==> config.mk <==
export PLATFORM = sky130hd
export DESIGN_NAME = bpt_controller
export DESIGN_NICKNAME = d
export VERILOG_FILES = /design/src/rtl/bpt_pkg.sv /design/src/rtl/bpt_update_fifo.sv /design/src/rtl/bpt_controller.sv
export SDC_FILE = /design/constraint.sdc
export NUM_CORES = 1
export LEC_CHECK = 0
export ABC_AREA = 1
export CORE_MARGIN = 2
export CORE_UTILIZATION = 35
export DETAILED_ROUTE_END_ITERATION = 16
export GPL_TIMING_DRIVEN = 0
export SYNTH_ARGS = -nofsm -noshare
export SYNTH_HDL_FRONTEND = slang
export SYNTH_SLANG_ARGS = --single-unit
==> constraint.sdc <==
create_clock -name clk -period 2.5 [get_ports clk]
set_input_delay 0.375 -clock clk [delete_from_list [all_inputs] [get_ports clk]]
set_output_delay 0.375 -clock clk [all_outputs]
set_load 0.005 [all_outputs]
==> src/rtl/bpt_pkg.sv <==
// Shared definitions for the branch prediction table controller.
//   - bpt_cnt_e    : 2-bit saturating counter encodings (SNT/WNT/WT/ST)
//   - bpt_upd_t    : queued update record {idx, taken}
//   - bpt_sat_next : counter step for one resolved branch outcome
// The idx field is sized to the largest supported index width; the
// controller zero-extends on push and truncates on pop.
package bpt_pkg;

    localparam int unsigned BPT_IDX_MAX_W = 16;

    typedef enum logic [1:0] {
        SNT = 2'b00,
        WNT = 2'b01,
        WT  = 2'b10,
        ST  = 2'b11
    } bpt_cnt_e;

    typedef struct packed {
        logic [BPT_IDX_MAX_W-1:0] idx;
        logic                     taken;
    } bpt_upd_t;

    function automatic bpt_cnt_e bpt_sat_next(input bpt_cnt_e cur, input logic taken);
        bpt_cnt_e nxt;
        nxt = cur;
        case (cur)
            SNT:     nxt = taken ? WNT : SNT;
            WNT:     nxt = taken ? WT  : SNT;
            WT:      nxt = taken ? ST  : WNT;
            ST:      nxt = taken ? ST  : WT;
            default: nxt = SNT;
        endcase
        return nxt;
    endfunction

endpackage

==> src/rtl/bpt_update_fifo.sv <==
// Update FIFO holding resolved branches until the table port is free.
// Ports:
//   clk, reset            : clock, asynchronous active-high reset
//   push, push_data       : enqueue request (ignored when full)
//   pop, pop_data         : dequeue request (ignored when empty), head entry
//   full, empty, count    : status derived from the registered occupancy
// QDEPTH must be a power of two (>= 2) so the pointers wrap naturally.
module bpt_update_fifo
    import bpt_pkg::*;
#(
    parameter int unsigned QDEPTH = 4,
    parameter int unsigned CNT_W  = $clog2(QDEPTH + 1)
) (
    input  logic             clk,
    input  logic             reset,
    input  logic             push,
    input  bpt_upd_t         push_data,
    input  logic             pop,
    output bpt_upd_t         pop_data,
    output logic             full,
    output logic             empty,
    output logic [CNT_W-1:0] count
);

    localparam int unsigned PTR_W = $clog2(QDEPTH);

    bpt_upd_t         mem_q [QDEPTH];
    bpt_upd_t         mem_d [QDEPTH];
    logic [PTR_W-1:0] wr_ptr_q, wr_ptr_d;
    logic [PTR_W-1:0] rd_ptr_q, rd_ptr_d;
    logic [CNT_W-1:0] count_q, count_d;
    logic             do_push;
    logic             do_pop;

    always_comb begin
        full     = (count_q == CNT_W'(QDEPTH));
        empty    = (count_q == '0);
        do_push  = push && !full;
        do_pop   = pop && !empty;
        mem_d    = mem_q;
        wr_ptr_d = wr_ptr_q;
        rd_ptr_d = rd_ptr_q;
        count_d  = count_q;
        if (do_push) begin
            mem_d[wr_ptr_q] = push_data;
            wr_ptr_d        = wr_ptr_q + PTR_W'(1);
        end
        if (do_pop) begin
            rd_ptr_d = rd_ptr_q + PTR_W'(1);
        end
        case ({do_push, do_pop})
            2'b10:   count_d = count_q + CNT_W'(1);
            2'b01:   count_d = count_q - CNT_W'(1);
            default: count_d = count_q;
        endcase
    end

    always_ff @(posedge clk or posedge reset) begin
        if (reset) begin
            for (int unsigned i = 0; i < QDEPTH; i++) begin
                mem_q[i] <= '0;
            end
            wr_ptr_q <= '0;
            rd_ptr_q <= '0;
            count_q  <= '0;
        end else begin
            mem_q    <= mem_d;
            wr_ptr_q <= wr_ptr_d;
            rd_ptr_q <= rd_ptr_d;
            count_q  <= count_d;
        end
    end

    assign pop_data = mem_q[rd_ptr_q];
    assign count    = count_q;

endmodule

==> src/rtl/bpt_controller.sv <==
// Branch prediction table controller.
// Owns a single-ported table of 2-bit saturating counters and arbitrates the
// port each cycle between a fetch lookup and a queued resolve-side update.
// Priority: forced commit (starvation guard) > lookup > normal commit.
// Ports:
//   clk, reset                      : clock, asynchronous active-high reset
//   pred_req, pred_idx, pred_ready  : lookup handshake
//   pred_valid, prediction          : lookup result, one cycle after accept
//   upd_req, upd_idx, upd_taken     : resolved-branch update handshake
//   upd_ready, q_count              : update FIFO space / occupancy
//   mispredict_cnt                  : only with BPT_MISPREDICT_STATS_EN
// Optional feature macro: BPT_MISPREDICT_STATS_EN
module bpt_controller
    import bpt_pkg::*;
#(
    parameter int unsigned INDEX_W    = 4,
    parameter int unsigned QDEPTH     = 4,
    parameter int unsigned STARVE_MAX = 3
) (
    input  logic                       clk,
    input  logic                       reset,
    input  logic                       pred_req,
    input  logic [INDEX_W-1:0]         pred_idx,
    output logic                       pred_ready,
    output logic                       pred_valid,
    output logic                       prediction,
    input  logic                       upd_req,
    input  logic [INDEX_W-1:0]         upd_idx,
    input  logic                       upd_taken,
    output logic                       upd_ready,
`ifdef BPT_MISPREDICT_STATS_EN
    output logic [15:0]                mispredict_cnt,
`endif
    output logic [$clog2(QDEPTH+1)-1:0] q_count
);

    localparam int unsigned ENTRIES = 2 ** INDEX_W;
    localparam int unsigned CNT_W   = $clog2(QDEPTH + 1);
    localparam int unsigned ST_W    = $clog2(STARVE_MAX + 1);

    bpt_cnt_e           table_q [ENTRIES];
    bpt_cnt_e           table_d [ENTRIES];
    logic [ST_W-1:0]    starve_q, starve_d;
    logic               pred_valid_q, pred_valid_d;
    logic               prediction_q, prediction_d;

    logic               fifo_full;
    logic               fifo_empty;
    bpt_upd_t           push_data;
    bpt_upd_t           head;
    logic [INDEX_W-1:0] head_idx;
    bpt_cnt_e           head_entry;
    logic               force_commit;
    logic               accept;
    logic               commit;

    always_comb begin
        push_data = '{idx: BPT_IDX_MAX_W'(upd_idx), taken: upd_taken};
    end

    bpt_update_fifo #(
        .QDEPTH (QDEPTH),
        .CNT_W  (CNT_W)
    ) u_fifo (
        .clk       (clk),
        .reset     (reset),
        .push      (upd_req),
        .push_data (push_data),
        .pop       (commit),
        .pop_data  (head),
        .full      (fifo_full),
        .empty     (fifo_empty),
        .count     (q_count)
    );

    // Arbitration. Emptiness comes from the registered count, so an update
    // pushed this cycle cannot be committed until the next one.
    always_comb begin
        force_commit = (starve_q == ST_W'(STARVE_MAX)) && !fifo_empty;
        accept       = pred_req && !force_commit;
        commit       = force_commit || (!pred_req && !fifo_empty);
        head_idx     = INDEX_W'(head.idx);
        head_entry   = table_q[head_idx];
    end

    always_comb begin
        table_d = table_q;
        if (commit) begin
            table_d[head_idx] = bpt_sat_next(head_entry, head.taken);
        end

        // Counts cycles where a queued update was denied the port.
        starve_d = starve_q;
        if (fifo_empty || commit) begin
            starve_d = '0;
        end else if (starve_q != ST_W'(STARVE_MAX)) begin
            starve_d = starve_q + ST_W'(1);
        end

        pred_valid_d = accept;
        prediction_d = accept && table_q[pred_idx][1];
    end

    always_ff @(posedge clk or posedge reset) begin
        if (reset) begin
            for (int unsigned i = 0; i < ENTRIES; i++) begin
                table_q[i] <= SNT;
            end
            starve_q     <= '0;
            pred_valid_q <= 1'b0;
            prediction_q <= 1'b0;
        end else begin
            table_q      <= table_d;
            starve_q     <= starve_d;
            pred_valid_q <= pred_valid_d;
            prediction_q <= prediction_d;
        end
    end

    assign pred_ready = !force_commit;
    assign upd_ready  = !fifo_full;
    assign pred_valid = pred_valid_q;
    assign prediction = prediction_q;

`ifdef BPT_MISPREDICT_STATS_EN
    logic [15:0] mispredict_q, mispredict_d;

    always_comb begin
        mispredict_d = mispredict_q;
        if (commit && (head_entry[1] != head.taken) && (mispredict_q != '1)) begin
            mispredict_d = mispredict_q + 16'd1;
        end
    end

    always_ff @(posedge clk or posedge reset) begin
        if (reset) begin
            mispredict_q <= '0;
        end else begin
            mispredict_q <= mispredict_d;
        end
    end

    assign mispredict_cnt = mispredict_q;
`endif

endmodule

Word level (Yosys, flattened, before mapping)

Index checks and enable logic that the tools add are counted.

Bitwise logic cells: 4
Reduce and logical (&&, ||, !) cells: 18
Mux-type cells: 24
Eq/ne operators: 8
Add/sub/neg operators: 5
$lt $le $gt $ge: 6

Operators with widths:

| kind                                                | number |
|---|---|
| bitwise mux 68 bit                                  | 1 |
| binary-select mux 17 bit (select 2 bit)             | 1 |
| demux 17 bit (select 2 bit)                         | 1 |
| bitwise mux 32 bit                                  | 1 |
| two-way mux 2 bit                                   | 10 |
| two-way mux 17 bit                                  | 1 |
| binary-select mux 2 bit (select 4 bit)              | 2 |
| >= comparator 5 bit (second input constant)         | 2 |
| two-way mux 5 bit                                   | 2 |
| NOT 4 -> 5 bit                                      | 2 |
| demux 2 bit (select 4 bit)                          | 1 |
| == test 2 bit (second input constant)               | 4 |
| logical AND 1 bit                                   | 8 |
| one-hot mux 2 bit (4 select lines)                  | 1 |
| adder 2 x 1 -> 2 bit (second input constant)        | 3 |
| >= comparator 3 bit (second input constant)         | 2 |
| NOT 2 -> 3 bit                                      | 2 |
| one-hot mux 3 bit (2 select lines)                  | 1 |
| < comparator 5 x 1 -> 1 bit (second input constant) | 1 |
| == test 2 x 1 -> 1 bit (second input constant)      | 2 |
| zero test 1 bit                                     | 4 |
| nonzero test 2 bit                                  | 2 |
| adder 3 x 1 -> 3 bit (second input constant)        | 1 |
| == test 3 bit (second input constant)               | 1 |
| 7 further kinds                                     | 9 |

Flip-flop bits (word level): 111
Input port bits: 13
Word-level logic and storage cells: 95

Logic depth before layout (Yosys ltp)

Gate-level depths: netlist (run 1).

Depth in word-level cells: 12
Gate-level depth with buffers: 17
Depth with buffers taken out: 15

Cells and area by module

A second synthesis (run 1) with hierarchy kept.

Cell total of the unflattened synthesis: 787
Area, all modules: 5931.9 µm²

Modules (own cells, without submodules):

| module          | area each (µm²) | sequential area each (µm²) | times used | cells an instance |
|---|---|---|---|---|
| bpt_update_fifo | 3781.1          | 1876.8                     | 1          | 472 |
| bpt_controller  | 2150.8          | 900.9                      | 1          | 315 |

Least setup slack after synthesis (run 1)

No wires, ideal clock.

Path type: register -> register
Start: register u_fifo.count_q[2] (netlist: u_fifo.count[2])
End: register u_fifo.count_q[2] (netlist: u_fifo.count[2])
Data arrival time: 1823 ps
Cell stages (with the launch flop): 11
Path slack: 552 ps
Library setup time: 124 ps
Required time: 2376 ps
Cells stage by stage: dfrtp_1 > nor3_1 > inv_1 > nand2_1 > o21ai_1 > ha_1 > inv_1 > fa_1 > a21oi_1 > o21ai_0 > xnor2_1

Longest elaborated chain between the ends: 7

RTL lines:

| element                                                                         | line                                                              | RTL |
|---|---|---|
| from (decl)                                                                     | bpt_update_fifo.sv:31                                             | `logic [CNT_W-1:0] count_q, count_d;` |
| from (signal assigned)                                                          | bpt_update_fifo.sv:70                                             | `count_q <= count_d;` |
| zero test 3 bit *                                                               | bpt_update_fifo.sv:37                                             | `empty = (count_q == '0);` |
| zero test 1 bit *                                                               | bpt_update_fifo.sv:39, bpt_controller.sv:79, bpt_controller.sv:81 |  |
| logical AND 1 bit (on tied branches)                                            | bpt_controller.sv:79, bpt_controller.sv:81                        |  |
| logical OR 1 bit                                                                | bpt_controller.sv:81                                              | `commit = force_commit \|\| (!pred_req && !fifo_empty);` |
| logical AND 1 bit *                                                             | bpt_update_fifo.sv:39                                             | `do_pop = pop && !empty;` |
| via u_fifo.do_pop                                                               | bpt_update_fifo.sv:33                                             | `logic do_pop;` |
| == test 2 x 1 -> 1 bit / == test 2 bit (equally long branches)                  | bpt_update_fifo.sv:51                                             | `case ({do_push, do_pop})` |
| one-hot mux 3 bit (2 select lines) / nonzero test 2 bit (equally long branches) | --                                                                |  |

Mark *: on every way through the listed nets, which the timed path passes. The rest lies on a longest branch.
A chain may end at the register's enable or synchronous reset.

Worst setup path after layout (run 1)

Start: register u_fifo.rd_ptr_q[0]
End: register table_q[13] (netlist bit)

Longest elaborated chain between the ends: 12

RTL lines:

| element                                                 | line                                       | RTL |
|---|---|---|
| from (decl)                                             | bpt_update_fifo.sv:30                      | `logic [PTR_W-1:0] rd_ptr_q, rd_ptr_d;` |
| from (signal assigned)                                  | bpt_update_fifo.sv:69                      | `rd_ptr_q <= rd_ptr_d;` |
| NOT 2 -> 3 bit (not written as such) *                  | bpt_update_fifo.sv:74                      | `assign pop_data = mem_q[rd_ptr_q];` |
| binary-select mux 17 bit (select 2 bit) *               | bpt_update_fifo.sv:74                      |  |
| two-way mux 5 bit (not written as such) * (2 in series) | bpt_update_fifo.sv:74                      |  |
| NOT 4 -> 5 bit (not written as such)                    | bpt_controller.sv:83, bpt_controller.sv:89 |  |
| binary-select mux 2 bit (select 4 bit)                  | bpt_controller.sv:83                       | `head_entry = table_q[head_idx];` |
| two-way mux 2 bit (not written as such) (2 in series)   | bpt_controller.sv:83                       |  |
| == test 2 bit, or another cell as far along             | bpt_pkg.sv:26                              | `case (cur)` |
| one-hot mux 2 bit (4 select lines)                      | bpt_pkg.sv:26                              |  |
| two-way mux 2 bit                                       | bpt_controller.sv:88                       | `if (commit) begin` |
| bitwise mux 32 bit *                                    | bpt_controller.sv:89                       | `table_d[head_idx] = bpt_sat_next(head_entry, head.taken);` |
| to (signal assigned)                                    | bpt_controller.sv:113                      | `table_q <= table_d;` |
| to (decl)                                               | bpt_controller.sv:41                       | `bpt_cnt_e table_q [ENTRIES];` |

Mark *: on every way between the ends. The rest lies on a longest branch, timed or not. The select of a mux whose other input is x is not followed.

==> results.md, run 1 <==
- Final Skew: 6.81 ps
- GPL Wtd Cong: between 0.8 and 0.9
- Async S/R FF share, synth: 100%
- CTS sink count: 63
- Drt wl/cell: 13.0 um
- Area Growth Syn to Fin: 19.4%
- Syn Inst Count: 475
- Antenna Nets Post-Route: 0
- Startpoint Class: register
- Detail Placement HPWL: a little under 6000 um
- Commonest non-fill, non-tap cell in the layout: nand2_1
- Pin count of the biggest net entering global routing: between 40 and 50
- Layout cell share with drive strength beyond 1: 9.13%
- MaxCap Viol Count: 0
- Distinct cell type count after synthesis: 30
- Post-synth EDFFs: 0
- Vias in the first global route: between 2,000 and 3,000
- Status: completed
- Starting Density: 35.7%
- CTS Buf Count: 9
- Slew HR: 55.3%
- Clk root buf: clkbuf_8
- First-pass GRT wire length: 14,400 um
- Worst slew pin tran: 667 ps
- Die Y: roughly 100 um
- Reg clk slew, reported paths: 70 ps
- Vias: roughly 3,100
- CTS Buffer Depth: 2
- DR vias/cell: about 4.8
- Port Buffers: 19
- Final hold violations: 0
- Chip width: a little over 100 um
- Antenna violations before repair: 0
- I/O pin count: 20
- Crit Path Max Fanout: 10
- Fmax: 444 MHz
- Diodes inserted: 0
- Max-slew violations: 0
- H-tree Lvls: 3
- DRC violations left: 0
- Clock latency on the worst-skew pair: 350 ps
- Most frequent cells in the layout: nand2_1 (191), dfrtp_1 (63), nand3_1 (56)
- Standard-cell rows: 36
- Period minus WS final: 2250 ps
- Total GRT Usage: 17.7%
- Synthesized flop and latch total: 63
- Worst setup path class: register to register
- Placed inst area: 3830 um^2
- Total gr overflow: 0
- Average size of a mapped cell: 7.28 um^2
- Worst path arrival time: 2500 ps
- Core area: 9680 um^2
- Crit path required time: 2740 ps
- Die Footprint: 10,700 um^2
- Final worst-path cycle share: 90.1%
- Netlist Area Pre-Place: approximately 3500 um^2
- Net count, final: 530
- Finish-stage setup viols: 0
- Final instance area: ~4100 um^2
- DRT Pass-1 Iters: 5
- Synth warn: 0
- Initial drt markers: around 270
- Endpoint class of the critical path: register
- Final Util: 42.6%
- Synthesized Nets: ~500
- Worst Hold Class: primary input to asynchronous set/reset pin
- Sequential fraction of the synthesis area: between 40% and 50%
- Top FF cell, synth: dfrtp_1
- Post-Route WL: 8430 um
- CTS tree: built
- RSZ-0062 raised after global routing: no
[cell usage after synthesis, drive strengths merged, types with 2 or more instances]
library cell	instances	area (um^2)
nand2	197	759
dfrtp	63	1580
inv	60	225
nand3	58	300
o21ai	31	155
nor2	23	101
a21oi	10	50.1
buf	9	73.8
ha	6	75.1
xor2	3	26.3
nand3b	2	15.0
nor3	2	10.0
xnor2	2	17.5
[area by class of cell]
type / instances / area, um^2
Clock buffer: 10 / 138
Fill cell: 1012 / 5560
Multi-Input combinational cell: 341 / 1590
Buffer: 10 / 87.6
Sequential cell: 63 / 1580
Inverter: 61 / 234
Timing Repair Buffer: 24 / 240
Tap cell: 133 / 166
Clock inverter: 6 / 92.6
[worst paths after layout]
check	start	to	slack, ps	depth (start not counted)
max	u_fifo.rd_ptr_q[0]	table_q[13]	250	13
min	reset	u_fifo.count[1]	350	2
max reg2reg	u_fifo.rd_ptr_q[0]	table_q[13]	250	13
min reg2reg	starve_q[0]	starve_q[0]	430	1
max in group asynchronous	reset	table_q[29]	1570	3
min in group clk	starve_q[0]	starve_q[0]	430	1
[repair_timing]
action                     4_1_cts  5_1_grt
buffers inserted                 0        4
gates resized for setup          0        8
setup endpoints to repair        0       21
hold buffers                     0        0
[per-layer routing]
| layer | vias to the layer above | GRT usage [%] | wire (um) |
|---|---|---|---|
| met4 | 0 | 5.77 | 144 |
| met3 | 16 | 4.77 | 611 |
| li1 | 1558 | - | - |
| met1 | 1422 | 23.9 | 3810 |
| met5 | - | 0 | 0 |
| met2 | 94 | 27.5 | 3860 |
[flip-flops by register name, summed over array words and instances (netlist names)]
name,flops
u_fifo.count,3
starve_q,2
u_fifo.wr_ptr_q,2
table_q,32
u_fifo.rd_ptr_q,2
u_fifo.mem_q,20
prediction,1
pred_valid,1
[cells by family (layout without fill, tap and decap cells)]
group           count (synthesis)  count (layout)  synth area share (%)
fa+ha+maj                       7               7                  2.75
compound gates                 46              46                  6.99
flops                          63              63                  45.6
simple gates                  283             283                  34.5
xor+xnor                        5               5                  1.27
buf+inv                        71             111                  8.87
[per-stage QoR]
step	std cells	setup TNS, ps	hold slack, ps	setup WS [ps]
after detailed placement	628	-46.2	429	-46.2
after global placement	627	-35260	419	-563
after floorplan	475	0	408	552
after CTS	644	0	368	142
final	648	0	353	247
after global routing	648	0	401	25.5
[worst max-delay path, cell delays in order (launching register included)]
cell,delay [ps]
dfrtp_1,430
buf_2,260
nand2_1,70
nand3_1,80
nand2_1,130
a21oi_1,360
nand2_1,100
nand2_1,120
nor2_4,50
inv_2,60
nand2_2,130
buf_6,200
nand3_1,90
nand2_1,50
Power of run 1 is left out: the tool's default activity adds up to more than one toggle a clock period on the data nets, which glitch-free logic cannot reach.
==> run 2, diff against run 1 <==
--- a/config.mk
+++ b/config.mk
@@ -9,6 +9,7 @@
 export CORE_MARGIN = 2
 export CORE_UTILIZATION = 35
 export DETAILED_ROUTE_END_ITERATION = 16
+export GPL_ROUTABILITY_DRIVEN = 0
 export GPL_TIMING_DRIVEN = 0
 export SYNTH_ARGS = -nofsm -noshare
 export SYNTH_HDL_FRONTEND = slang
==> results of run 2 <==
The final DEF is identical to that of run 1; final timing and power are the same.
Power of run 2 is left out for the same reason.
==> run 3, diff against run 2 <==
--- a/config.mk
+++ b/config.mk
@@ -11,6 +11,7 @@
 export DETAILED_ROUTE_END_ITERATION = 16
 export GPL_ROUTABILITY_DRIVEN = 0
 export GPL_TIMING_DRIVEN = 0
+export MAX_ROUTING_LAYER = met4
 export SYNTH_ARGS = -nofsm -noshare
 export SYNTH_HDL_FRONTEND = slang
 export SYNTH_SLANG_ARGS = --single-unit
==> run 3 against run 2 <==
Effect of this change: first-iteration DRC count is 5.9% lower; sequential cell count unchanged; worst setup slack worse by 3.3 ps; critical path depth increased by 3; count of clock-buffer cells in the layout stayed put; register-to-register slack hardly changed; sequential share of layout area did not move; wire length is 0.21% higher; cell area stayed put.
==> results.md, run 3 (synthesis results as in run 1) <==
- I/O pin count: 20 (unchanged)
- Final instance area: 4130 um^2 (unchanged)
- Placed instance count: 628 (unchanged)
- Fmax: 443 MHz (was 444 MHz)
- Vias: 3,085 (was 3,090)
- Initial drt markers: 256 (was 272)
- Worst Hold Class: primary input to asynchronous set/reset pin (unchanged)
- Footprint of the multi-input gates: 1590 um^2 (unchanged)
- Clk root buf: clkbuf_8 (unchanged)
- MaxCap Viol Count: 0 (unchanged)
- Die Y: 103 um (unchanged)
- Net count, final: 530 (unchanged)
- Die Footprint: 10,700 um^2 (unchanged)
- Final worst-path cycle share: 90.2% (was 90.1%)
- Clock latency on the worst-skew pair: 360 ps (was 350 ps)
- Post-Route WL: 8440 um (was 8430 um)
- Max reg flops: 32 (unchanged)
- Final cell count without fillers: 648 (unchanged)
- CTS Buf Count: 9 (unchanged)
- Final hold violations: 0 (unchanged)
- Status: completed (unchanged)
- DRC violations left: 0 (unchanged)
- Most frequent cells in the layout: nand2_1 (191), dfrtp_1 (63), nand3_1 (56) (unchanged)
- Port Buffers: 19 (unchanged)
- CTS tree: built (unchanged)
- Period minus WS final: 2260 ps (was 2250 ps)
- Slew HR: 54.3% (was 55.3%)
- Setup WS pre-CTS: -46.2 ps (unchanged)
- Endpoint class of the critical path: register (unchanged)
- Layout cell share with drive strength beyond 1: 9.13% (unchanged)
- Hold_buf cts: 0 (unchanged)
- Total gr overflow: 0 (unchanged)
- Final Skew: 8.50 ps (was 6.81 ps)
- Total GRT Usage: 18.2% (was 17.7%)
- Reg clk slew, reported paths: 70 ps (about the same)
- Fillers: 1,012 (unchanged)
- Reg with most FFs: table_q (unchanged)
- Detail Placement HPWL: 5930 um (unchanged)
- Commonest non-fill, non-tap cell in the layout: nand2_1 (unchanged)
- RR Startpoint: u_fifo.rd_ptr_q[0] (unchanged)
- Area Growth Syn to Fin: 19.4% (unchanged)
- Max-slew violations: 0 (unchanged)
- Vias in the first global route: 2,990 (was 2,988)
- Starting Density: 35.7% (unchanged)
- First-pass GRT wire length: 14,400 um (about the same)
- Worst slew pin tran: 682 ps (was 667 ps)
- Worst setup margin: 244 ps (was 247 ps)
- H-tree Lvls: 3 (unchanged)
- Drt wl/cell: 13.0 um (about the same)
- Standard-cell rows: 36 (unchanged)
- Final Util: 42.6% (unchanged)
- Crit path from: u_fifo.rd_ptr_q[0] (unchanged)
- Crit Path Max Fanout: 10 (unchanged)
- CTS Buffer Depth: 2 (unchanged)
- Chip width: 103 um (unchanged)
- Finish-stage setup viols: 0 (unchanged)
- CTS sink count: 63 (unchanged)
- Register area: 1580 um^2 (unchanged)
- Antenna violations before repair: 0 (unchanged)
- Pin count of the biggest net entering global routing: 43 (unchanged)
- Placed inst area: 3830 um^2 (unchanged)
- DRT Pass-1 Iters: 5 (unchanged)
- Worst setup path class: register to register (unchanged)
- Core area: 9680 um^2 (unchanged)
- Worst path arrival time: 2540 ps (was 2500 ps)
- DR vias/cell: 4.76 (was 4.77)
- Crit path required time: 2790 ps (was 2740 ps)
- Startpoint Class: register (unchanged)
- Antenna Nets Post-Route: 0 (unchanged)
- RSZ-0062 raised after global routing: no (unchanged)
- Diodes inserted: 0 (unchanged)
## run 3: cell counts in the layout (fill, tap and decap cells not counted)
No cell type changed its count.
## run 3: final timing paths
| path | slack, ps | end | depth (start not counted) |
|---|---|---|---|
| hold / removal | 350 | u_fifo.count[1] | 2 |
| min in group clk | 430 | starve_q[0] | 1 |
| max in group asynchronous | 1570 | table_q[28] | 3 |
| setup reg to reg | 240 | table_q[28] | 16 |
| hold reg to reg | 430 | starve_q[0] | 1 |
| setup / recovery | 240 | table_q[28] | 16 |
## run 3: metal layers
layer | GRT usage [%] | up-vias | routed length, um | share of wire, %
li1 | - | 1556 | - | -
met1 | 23.9 | 1426 | 3950 | 47
met2 | 27.5 | 94 | 3930 | 47
met3 | 4.70 | 9 | 468 | 5.5
met4 | 5.77 | 0 | 91 | 1.1
met5 | - | - | 0 | 0
## run 3: repair_timing
item,in CTS,in global routing
resized for setup,0,8
setup endpoints to repair,0,21
setup buffers,0,4
## run 3: through the flow
step | hold slack (ps) | TNS, ps
5_1_grt | 401 | 0
4_1_cts | 368 | 0
2_1_floorplan | 408 | 0
3_3_place_gp | 419 | -35260
6_report | 352 | 0
3_5_place_dp | 429 | -46.2
## run 3: critical path, cell delays in order, from the launching register on
cell and delay, ps:
dfrtp_1 430, buf_2 210, nand2_1 70, nand3_1 130, nand2_4 150, inv_2 40
buf_4 160, nand2_1 70, nand2_1 50, nand2_1 60, nand2_1 80, nor2_4 140
nand2_1 80, nand2_2 160, buf_6 180, nand3_1 80, nand2_1 70
## run 3: area by class of cell
cell class / count / share of cell area [%]
inverters: 61 / 5.67
multi-input cells: 341 / 38.6
flip-flops and latches: 63 / 38.2
plain buffers: 10 / 2.12
well taps: 133 / 4.03
repair buffers: 24 / 5.82
clock buffers: 10 / 3.33
clock inverters: 6 / 2.24
Power of run 3 is left out for the same reason.
